<file path="src/rtl/phy_pkg.sv">
// Shared PHY receive-path definitions: idle symbol, lock depth, lane FSM states.
package phy_pkg;

  localparam logic [7:0]  COM_SYM        = 8'hBC;
  localparam int unsigned LOCK_COUNT_DEF = 4;

  typedef enum logic [1:0] {
    ST_SEARCH = 2'd0,
    ST_ALIGN  = 2'd1,
    ST_LOCKED = 2'd2
  } state_e;

endpackage

</file>
<file path="src/rtl/sp_align_lane_if.sv">
// Lane-side signals of the receive deserializer: serial input and byte output.
interface sp_align_lane_if;

  logic       data_in;
  logic [7:0] data_out;
  logic       valid_out;
  logic       active_out;

  // Deserializer side
  modport master (
    input  data_in,
    output data_out,
    output valid_out,
    output active_out
  );

  // Serial source / byte consumer side
  modport slave (
    output data_in,
    input  data_out,
    input  valid_out,
    input  active_out
  );

endinterface

</file>
<file path="src/rtl/sp_shift8.sv">
// Serial-to-parallel front end: shift register plus free-running bit counter.
module sp_shift8 (
  input  logic       clk_32f,
  input  logic       reset,
  input  logic       data_in,
  input  logic       clr,
  output logic [7:0] nb,
  output logic       boundary
);

  // Only the seven most recent bits are stored; the eighth is data_in itself.
  logic [6:0] sr_q;
  logic [2:0] bit_cnt_q;

  assign nb       = {sr_q, data_in};
  assign boundary = (bit_cnt_q == 3'd7);

  // Shift in one bit per edge; clr realigns the byte phase to the current edge.
  always_ff @(posedge clk_32f) begin
    if (reset) begin
      sr_q      <= '0;
      bit_cnt_q <= '0;
    end else begin
      sr_q      <= nb[6:0];
      bit_cnt_q <= clr ? 3'd0 : bit_cnt_q + 3'd1;
    end
  end

endmodule

</file>
<file path="src/rtl/sp_align_lane.sv">
// Per-lane receive deserializer: hunts for COM, locks after a run of aligned COMs,
// then strobes out every non-COM byte.
module sp_align_lane
  import phy_pkg::*;
#(
  parameter logic [7:0]  COM        = COM_SYM,
  parameter int unsigned LOCK_COUNT = LOCK_COUNT_DEF
) (
  input  logic           clk_32f,
  input  logic           reset,
  sp_align_lane_if.master lane
);

  localparam logic [3:0] LockCnt = 4'(LOCK_COUNT);

  state_e     state_q, state_d;
  logic [3:0] com_cnt_q, com_cnt_d;
  logic [3:0] com_inc;
  logic [7:0] data_q, data_d;
  logic       valid_q, valid_d;
  logic       active_q, active_d;

  logic [7:0] nb;
  logic       boundary;
  logic       clr;
  logic       is_com;

  sp_shift8 u_shift8 (
    .clk_32f  (clk_32f),
    .reset    (reset),
    .data_in  (lane.data_in),
    .clr      (clr),
    .nb       (nb),
    .boundary (boundary)
  );

  assign is_com  = (nb == COM);
  assign com_inc = (com_cnt_q == 4'hF) ? com_cnt_q : com_cnt_q + 4'd1;

  // Alignment FSM next state, COM run counter and output register next values.
  always_comb begin
    state_d   = state_q;
    com_cnt_d = com_cnt_q;
    data_d    = data_q;
    valid_d   = 1'b0;
    active_d  = active_q;
    clr       = 1'b0;
    unique case (state_q)
      ST_SEARCH: begin
        // Any bit position may start a byte; a hit fixes the byte phase.
        if (is_com) begin
          clr       = 1'b1;
          com_cnt_d = 4'd1;
          state_d   = ST_ALIGN;
        end
      end
      ST_ALIGN: begin
        if (boundary) begin
          if (is_com) begin
            com_cnt_d = com_inc;
            if (com_inc == LockCnt) begin
              state_d  = ST_LOCKED;
              active_d = 1'b1;
            end
          end else begin
            com_cnt_d = 4'd0;
            state_d   = ST_SEARCH;
          end
        end
      end
      ST_LOCKED: begin
        // COM is idle fill and is never delivered.
        if (boundary && !is_com) begin
          data_d  = nb;
          valid_d = 1'b1;
        end
      end
      default: begin
        state_d = ST_SEARCH;
      end
    endcase
  end

  // State and output registers; reset overrides everything on its edge.
  always_ff @(posedge clk_32f) begin
    if (reset) begin
      state_q   <= ST_SEARCH;
      com_cnt_q <= '0;
      data_q    <= 8'h00;
      valid_q   <= 1'b0;
      active_q  <= 1'b0;
    end else begin
      state_q   <= state_d;
      com_cnt_q <= com_cnt_d;
      data_q    <= data_d;
      valid_q   <= valid_d;
      active_q  <= active_d;
    end
  end

  assign lane.data_out   = data_q;
  assign lane.valid_out  = valid_q;
  assign lane.active_out = active_q;

endmodule

</file>
<file path="src/flat_wrapper.sv">
// flat-port wrapper written by rule: the top's interface ports become plain ports
module sp_align_lane_flat import phy_pkg::*;
#(
  parameter logic [7:0]  COM        = COM_SYM,
  parameter int unsigned LOCK_COUNT = LOCK_COUNT_DEF
)
  (clk_32f, reset, lane_data_in, lane_data_out, lane_valid_out, lane_active_out);
  sp_align_lane_if lane_i ();
  input  logic clk_32f;
  input  logic reset;
  input wire logic [$bits(lane_i.data_in)-1:0] lane_data_in;
  output wire logic [$bits(lane_i.data_out)-1:0] lane_data_out;
  output wire logic [$bits(lane_i.valid_out)-1:0] lane_valid_out;
  output wire logic [$bits(lane_i.active_out)-1:0] lane_active_out;
  assign lane_i.data_in = lane_data_in;
  assign lane_data_out = lane_i.data_out;
  assign lane_valid_out = lane_i.valid_out;
  assign lane_active_out = lane_i.active_out;
  sp_align_lane #(.COM(COM), .LOCK_COUNT(LOCK_COUNT)) u_core (.clk_32f(clk_32f), .reset(reset), .lane(lane_i));
endmodule
</file>
<file path="config.mk">
export PLATFORM = sky130hd
export DESIGN_NAME = sp_align_lane_flat
export DESIGN_NICKNAME = d
export VERILOG_FILES = /design/src/rtl/phy_pkg.sv /design/src/rtl/sp_align_lane_if.sv /design/src/rtl/sp_shift8.sv /design/src/rtl/sp_align_lane.sv /design/src/flat_wrapper.sv
export SDC_FILE = /design/constraint.sdc
export NUM_CORES = 1
export LEC_CHECK = 0
export BUFFER_PORTS_ARGS = -buffer_cell sky130_fd_sc_hd__buf_2
export CORE_UTILIZATION = 59
export DETAILED_ROUTE_END_ITERATION = 10
export PLACE_DENSITY_LB_ADDON = 0.08
export SLEW_MARGIN = 15
export SYNTH_ARGS = -nofsm -noshare
export SYNTH_HDL_FRONTEND = slang
export SYNTH_SLANG_ARGS = --single-unit
</file>
<file path="constraint.sdc">
create_clock -name clk_32f -period 3.1 [get_ports clk_32f]
set_input_delay 0.62 -clock clk_32f [delete_from_list [all_inputs] [get_ports clk_32f]]
set_output_delay 0.62 -clock clk_32f [all_outputs]
set_load 0.05 [all_outputs]
</file>
### Word-level counts from Yosys, hierarchy flattened

Index checks and enable logic that the tools add are counted.

| storage, ports and cells | value |
|---|---|
| flip-flop bits (word level) | 26 |
| input port bits | 3 |
| output and inout bits | 10 |

| cells by class | value |
|---|---|
| add/sub/neg operators | 2 |
| equality and inequality tests | 9 |
| multiplexer cells | 13 |
| bitwise logic cells | 1 |
| reductions and logical operators | 10 |

Operators with widths:

| cell | count |
|---|---|
| 2-to-1 mux 4 bit | 4 |
| == test 8 bit, second input constant | 1 |
| 2-to-1 mux 2 bit | 4 |
| one-hot mux 4 bit (2 select lines) | 1 |
| AND reduction 4 bit | 2 |
| one-hot mux 2 bit (3 select lines) | 1 |
| adder 4 x 1 -> 4 bit, second input constant | 1 |
| == test 4 x 3 -> 1 bit, second input constant | 1 |
| == test 4 bit, second input constant | 1 |
| != test 2 x 1 -> 1 bit, second input constant | 2 |
| OR reduction 2 bit | 2 |
| adder 3 x 1 -> 3 bit, second input constant | 1 |
| == test 3 bit, second input constant | 1 |
| 2-to-1 mux 1 bit | 3 |
| != test 3 bit, second input constant | 1 |
| AND reduction 3 bit | 1 |
| == test 2 x 1 -> 1 bit, second input constant | 1 |
| == test 2 bit, second input constant | 1 |
| logical NOT 2 bit | 1 |
| AND reduction 2 bit | 1 |
| nonzero test 2 bit | 1 |
| logical AND 1 bit | 1 |
| logical NOT 1 bit | 1 |
| NOT 1 bit | 1 |

### Depth between registers and ports, before layout

| logic depth | value |
|---|---|
| depth after elaboration | 7 |
| gate-level depth with buffers | 6 |

### Modules after synthesis

Synthesis repeated with hierarchy kept, for this count alone.

| second synthesis, totals | value |
|---|---|
| cell total of the unflattened synthesis | 108 |
| area total of the unflattened synthesis | 1,134.8 µm² |

By module, submodules not included:

| module | instances | cells an instance | area each (µm²) | sequential area each (µm²) |
|---|---|---|---|---|
| sp_align_lane | 1 | 84 | 812.0 | 320.3 |
| sp_shift8 | 1 | 24 | 322.8 | 200.2 |

### Worst setup path before layout

Ideal clock, no wire load.

| path | value |
|---|---|
| path kind | input -> register |
| start | input port lane_data_in |
| end | register u_core.com_cnt_q[3] |
| library setup time | 0.115 ns |
| arrival time | 1.514 ns |
| slack | 1.471 ns |
| stages | 6 |
| path through | and4bb_2 > and2_1 > buf_4 > buf_4 > a21oi_1 > o21a_1 |

| on the way | value |
|---|---|
| word-level cells in the longest chain between the ends | 4 |

Ends and longest elaborated chain:

| item | line | text |
|---|---|---|
| start: declaration | flat_wrapper.sv:11 | `input wire logic [$bits(lane_i.data_in)-1:0] lane_data_in;` |
| == test 8 bit (*) | sp_align_lane.sv:37 | `assign is_com = (nb == COM);` |
| 2-to-1 mux 4 bit | sp_align_lane.sv:59 | `if (is_com) begin` |
| 2-to-1 mux 4 bit | sp_align_lane.sv:58 | `if (boundary) begin` |
| one-hot mux 4 bit (2 select lines) | sp_align_lane.sv:48 | `unique case (state_q)` |
| end signal: assignment | sp_align_lane.sv:94 | `com_cnt_q <= com_cnt_d;` |
| end: declaration | sp_align_lane.sv:17 | `logic [3:0] com_cnt_q, com_cnt_d;` |

Mark *: on every way between the ends. The rest lies on a longest branch, timed or not. The select of a mux whose other input is x is not followed.
A chain may end at the register's enable or synchronous reset.

### Final worst setup path

| path | value |
|---|---|
| start | register u_core.u_shift8.bit_cnt_q[0] |
| end | register u_core.data_q[0], in the netlist u_core.lane.data_out[0] |

| on the way | value |
|---|---|
| word-level cells in the longest chain between the ends | 3 |

Ends and longest elaborated chain:

| item | line | text |
|---|---|---|
| start: declaration | sp_shift8.sv:13 | `logic [2:0] bit_cnt_q;` |
| start signal: assignment | sp_shift8.sv:25 | `bit_cnt_q <= clr ? 3'd0 : bit_cnt_q + 3'd1;` |
| == test 3 bit | sp_shift8.sv:16 | `assign boundary = (bit_cnt_q == 3'd7);` |
| logical AND 1 bit | sp_align_lane.sv:73 | `if (boundary && !is_com) begin` |
| AND reduction 2 bit (no line) | n/a |  |
| end signal: assignment | sp_align_lane.sv:95 | `data_q <= data_d;` |
| end: declaration | sp_align_lane.sv:19 | `logic [7:0] data_q, data_d;` |

Every way passes these cells.

==> metrics <==
number of synthesized flops with an enable pin 0; Int Power 0.417 mW; clock-pin slew on the worst setup and hold paths roughly 0.14 ns; Comb pwr share approximately 2.5%; pwr dens 448 mW/mm^2; wire per inst approximately 13 um; Met2 Wirelength 807 um; Cells after Synth between 100 and 150; sw frac between 20% and 30%; post-route minimum period roughly 1.7 ns; min-delay worst type flip-flop to flip-flop; top cells by count, synth dfxtp_1, a21oi_1, nand2_1, o21ai_0, nor2b_1; Port Buf Inserts 12; P_sw roughly 0.11 mW; Slew HR between 60% and 70%; crit share post-route a little under three fifths; Worst Reg-to-Reg Cells 6; met1 wire length 946 um; Antenna diodes 0; Post-CTS Resized 0; final setup fails 0; post-place instance area ~0.0011 mm^2; H-tree levels 1; IO Pins 13; Root Buffer clkbuf_4; area of the core approximately 0.0017 mm^2; WL met3 about 82 um; Mapped Nets 118; clock buffer depth 2; GPL Wtd Cong 0.857; Arr. time, crit path 1.98 ns; Initial Util 62.6%; WHS 0.442 ns; hold path cells 1; largest net degree at the start of global routing 23; ys async rst share 0%; DRC errors left 0; Initial DRC Count 16; dpl ws approximately 1.1 ns; Startpoint Class flip-flop; Syn Area/Cell between 9 and 10 um^2; first-pass iteration count of the detailed router 4; Clock power frac between 30 and 40%; total gr overflow 0; ys flop type dfxtp_1; Clock Skews about 0.0052 ns; post-synthesis mux area share ~2.3%; top cell type's share of synthesized area around half; fraction of layout cells with a size suffix above 1 20.2%; Max Cap Viol 0; xor-xnor portion of the synthesized cell area 0%; Synth area leader dfxtp_1; uppermost layer routed met4; ANT nets after route 0; # rows 15; LEAKAGE 0.462 nW; max-slew violation count 0; DIE AREA ~0.0020 mm^2; Compound-Gate Fraction of Synth Area roughly 17%; number of distinct library cells after synthesis 37; post-synthesis simple-gate area fraction approximately a quarter; most common cell in the netlist dfxtp_1; Vias 831; required time worst endpoint between 3 and 4 ns; largest family of logic cells by synthesized area simple AND/OR/NAND/NOR gates; Worst Tran Pin Value a little under 0.5 ns; status complete, no violations; FMAX between 0.5 and 0.6 GHz; critical path fanouts, max 10; hold buffer count at cts 0; NumNets Final 131; setup TNS 0 ns; synth warn 0; number of synthesized register bits 26; routed wire length 1.86 mm; total power about 0.53 mW; area grow syn2layout 9.82%; adder-cell share of the synthesized area under 10%; Synth Cell Area approximately 0.0011 mm^2; Worst Slack Setup Final approximately 1.4 ns; CTS Buf Count 3; first-pass GRT wire length 3.13 mm; number of global-route vias before repair 759; Critical Path End Type flip-flop; Finished Cell Area ~0.0012 mm^2; Detail Placement HPWL between 1 and 1.5 mm; routed vias/inst 5.58; Synth area leaders dfxtp_1, a21oi_1, nor2b_1, o21ai_0, ha_1; Max IR drop VDD 363 uV; Seq/Total Area, Yosys between 40% and 50%; Die Span X 44.6 um; Setup Buffers After CTS 0; initial antenna violation count 0; final hold violation count 0; # clock sinks 26; Total GRT Usage approximately a fifth; Die H ~45 um; worst-skew pair later-pin latency about 0.32 ns; CTS tree done; critical path class flip-flop to flip-flop; Seq pwr share roughly two thirds; RSZ-0062 raised after global routing no
path summary, 6_finish.rpt:
check | from | to | slack (ns)
worst max register to register | u_core.u_shift8.bit_cnt_q[0] | u_core.lane.data_out[0] | 1.38
worst max-delay path | u_core.u_shift8.bit_cnt_q[0] | u_core.lane.data_out[0] | 1.38
worst min register to register | u_core.u_shift8.bit_cnt_q[0] | u_core.u_shift8.bit_cnt_q[0] | 0.44
worst min-delay path | u_core.u_shift8.bit_cnt_q[0] | u_core.u_shift8.bit_cnt_q[0] | 0.44
cells by family after synthesis:
logic type / after synthesis
adders and majority gates: 3
DFF: 26
AOI/OAI and AO/OA: 31
muxes: 2
buffers and inverters: 8
and+or+nand+nor: 42
worst max-delay path: stages, from the launching register on:
cell      delay [ns]
dfxtp_1         0.37
ha_1            0.15
ha_1            0.23
nand3b_1        0.28
a21oi_2         0.39
nand2_1         0.10
a21oi_1         0.14
metal layers:
metal  vias up  GRT usage (%)
li1        426              -
met1       378           30.4
met2        23           31.2
met3         4           2.86
met4         0           9.09
met5         -              0
state kept, by name (all words and copies together), names as in the netlist:
signal,count
u_core.state_q,2
u_core.lane.valid_out,1
u_core.lane.data_out,8
u_core.u_shift8.sr_q,7
u_core.com_cnt_q,4
u_core.lane.active_out,1
u_core.u_shift8.bit_cnt_q,3
stage by stage:
stage | std cells | utilization, %
after global placement | 145 | 66.7
final | 149 | 68.8
after detailed placement | 145 | 66.7
after floorplan | 112 | -
after CTS | 149 | 68.8
after global routing | 149 | 68.8
area by class of cell:
cell class                      instances  area [um^2]
Fill cell                             138          533
Sequential cell                        26          520
Multi-Input combinational cell         78          512
Timing Repair Buffer                   12         60.1
Clock buffer                            4         36.3
Tap cell                               25         31.3
Inverter                                4         15.0
power by group through the flow:
stage	clock network (mW)	logic (mW)	registers, mW
global route	0.184	0.0162	0.343
floorplan	0	0.00986	0.348
detailed placement	0	0.0135	0.349
global placement	0	0.0129	0.349
finish	0.171	0.0133	0.342
CTS	0.171	0.0137	0.342
cell usage in the layout (no fill, tap or decap), drive strengths merged:
cell type and instances:
and4b 1, and3 2, o221a 2, o21a 1, inv 4, nor4 2, a21oi 14, mux2i 1
and4bb 1, a21o 1, nor2b 8, and3b 1, nor3 2, nand2b 1, clkbuf 4, or4b 1
mux2 1, nor2 4, nand2 9, dfxtp 26, a31oi 1, buf 12, nand3b 2, nand4 1
and2 3, ha 3, o21ai 9, and4 1, nand4b 1, nand3 2, o311ai 1, a211oi 2
No activity file was read; power rests on OpenSTA's default activity.
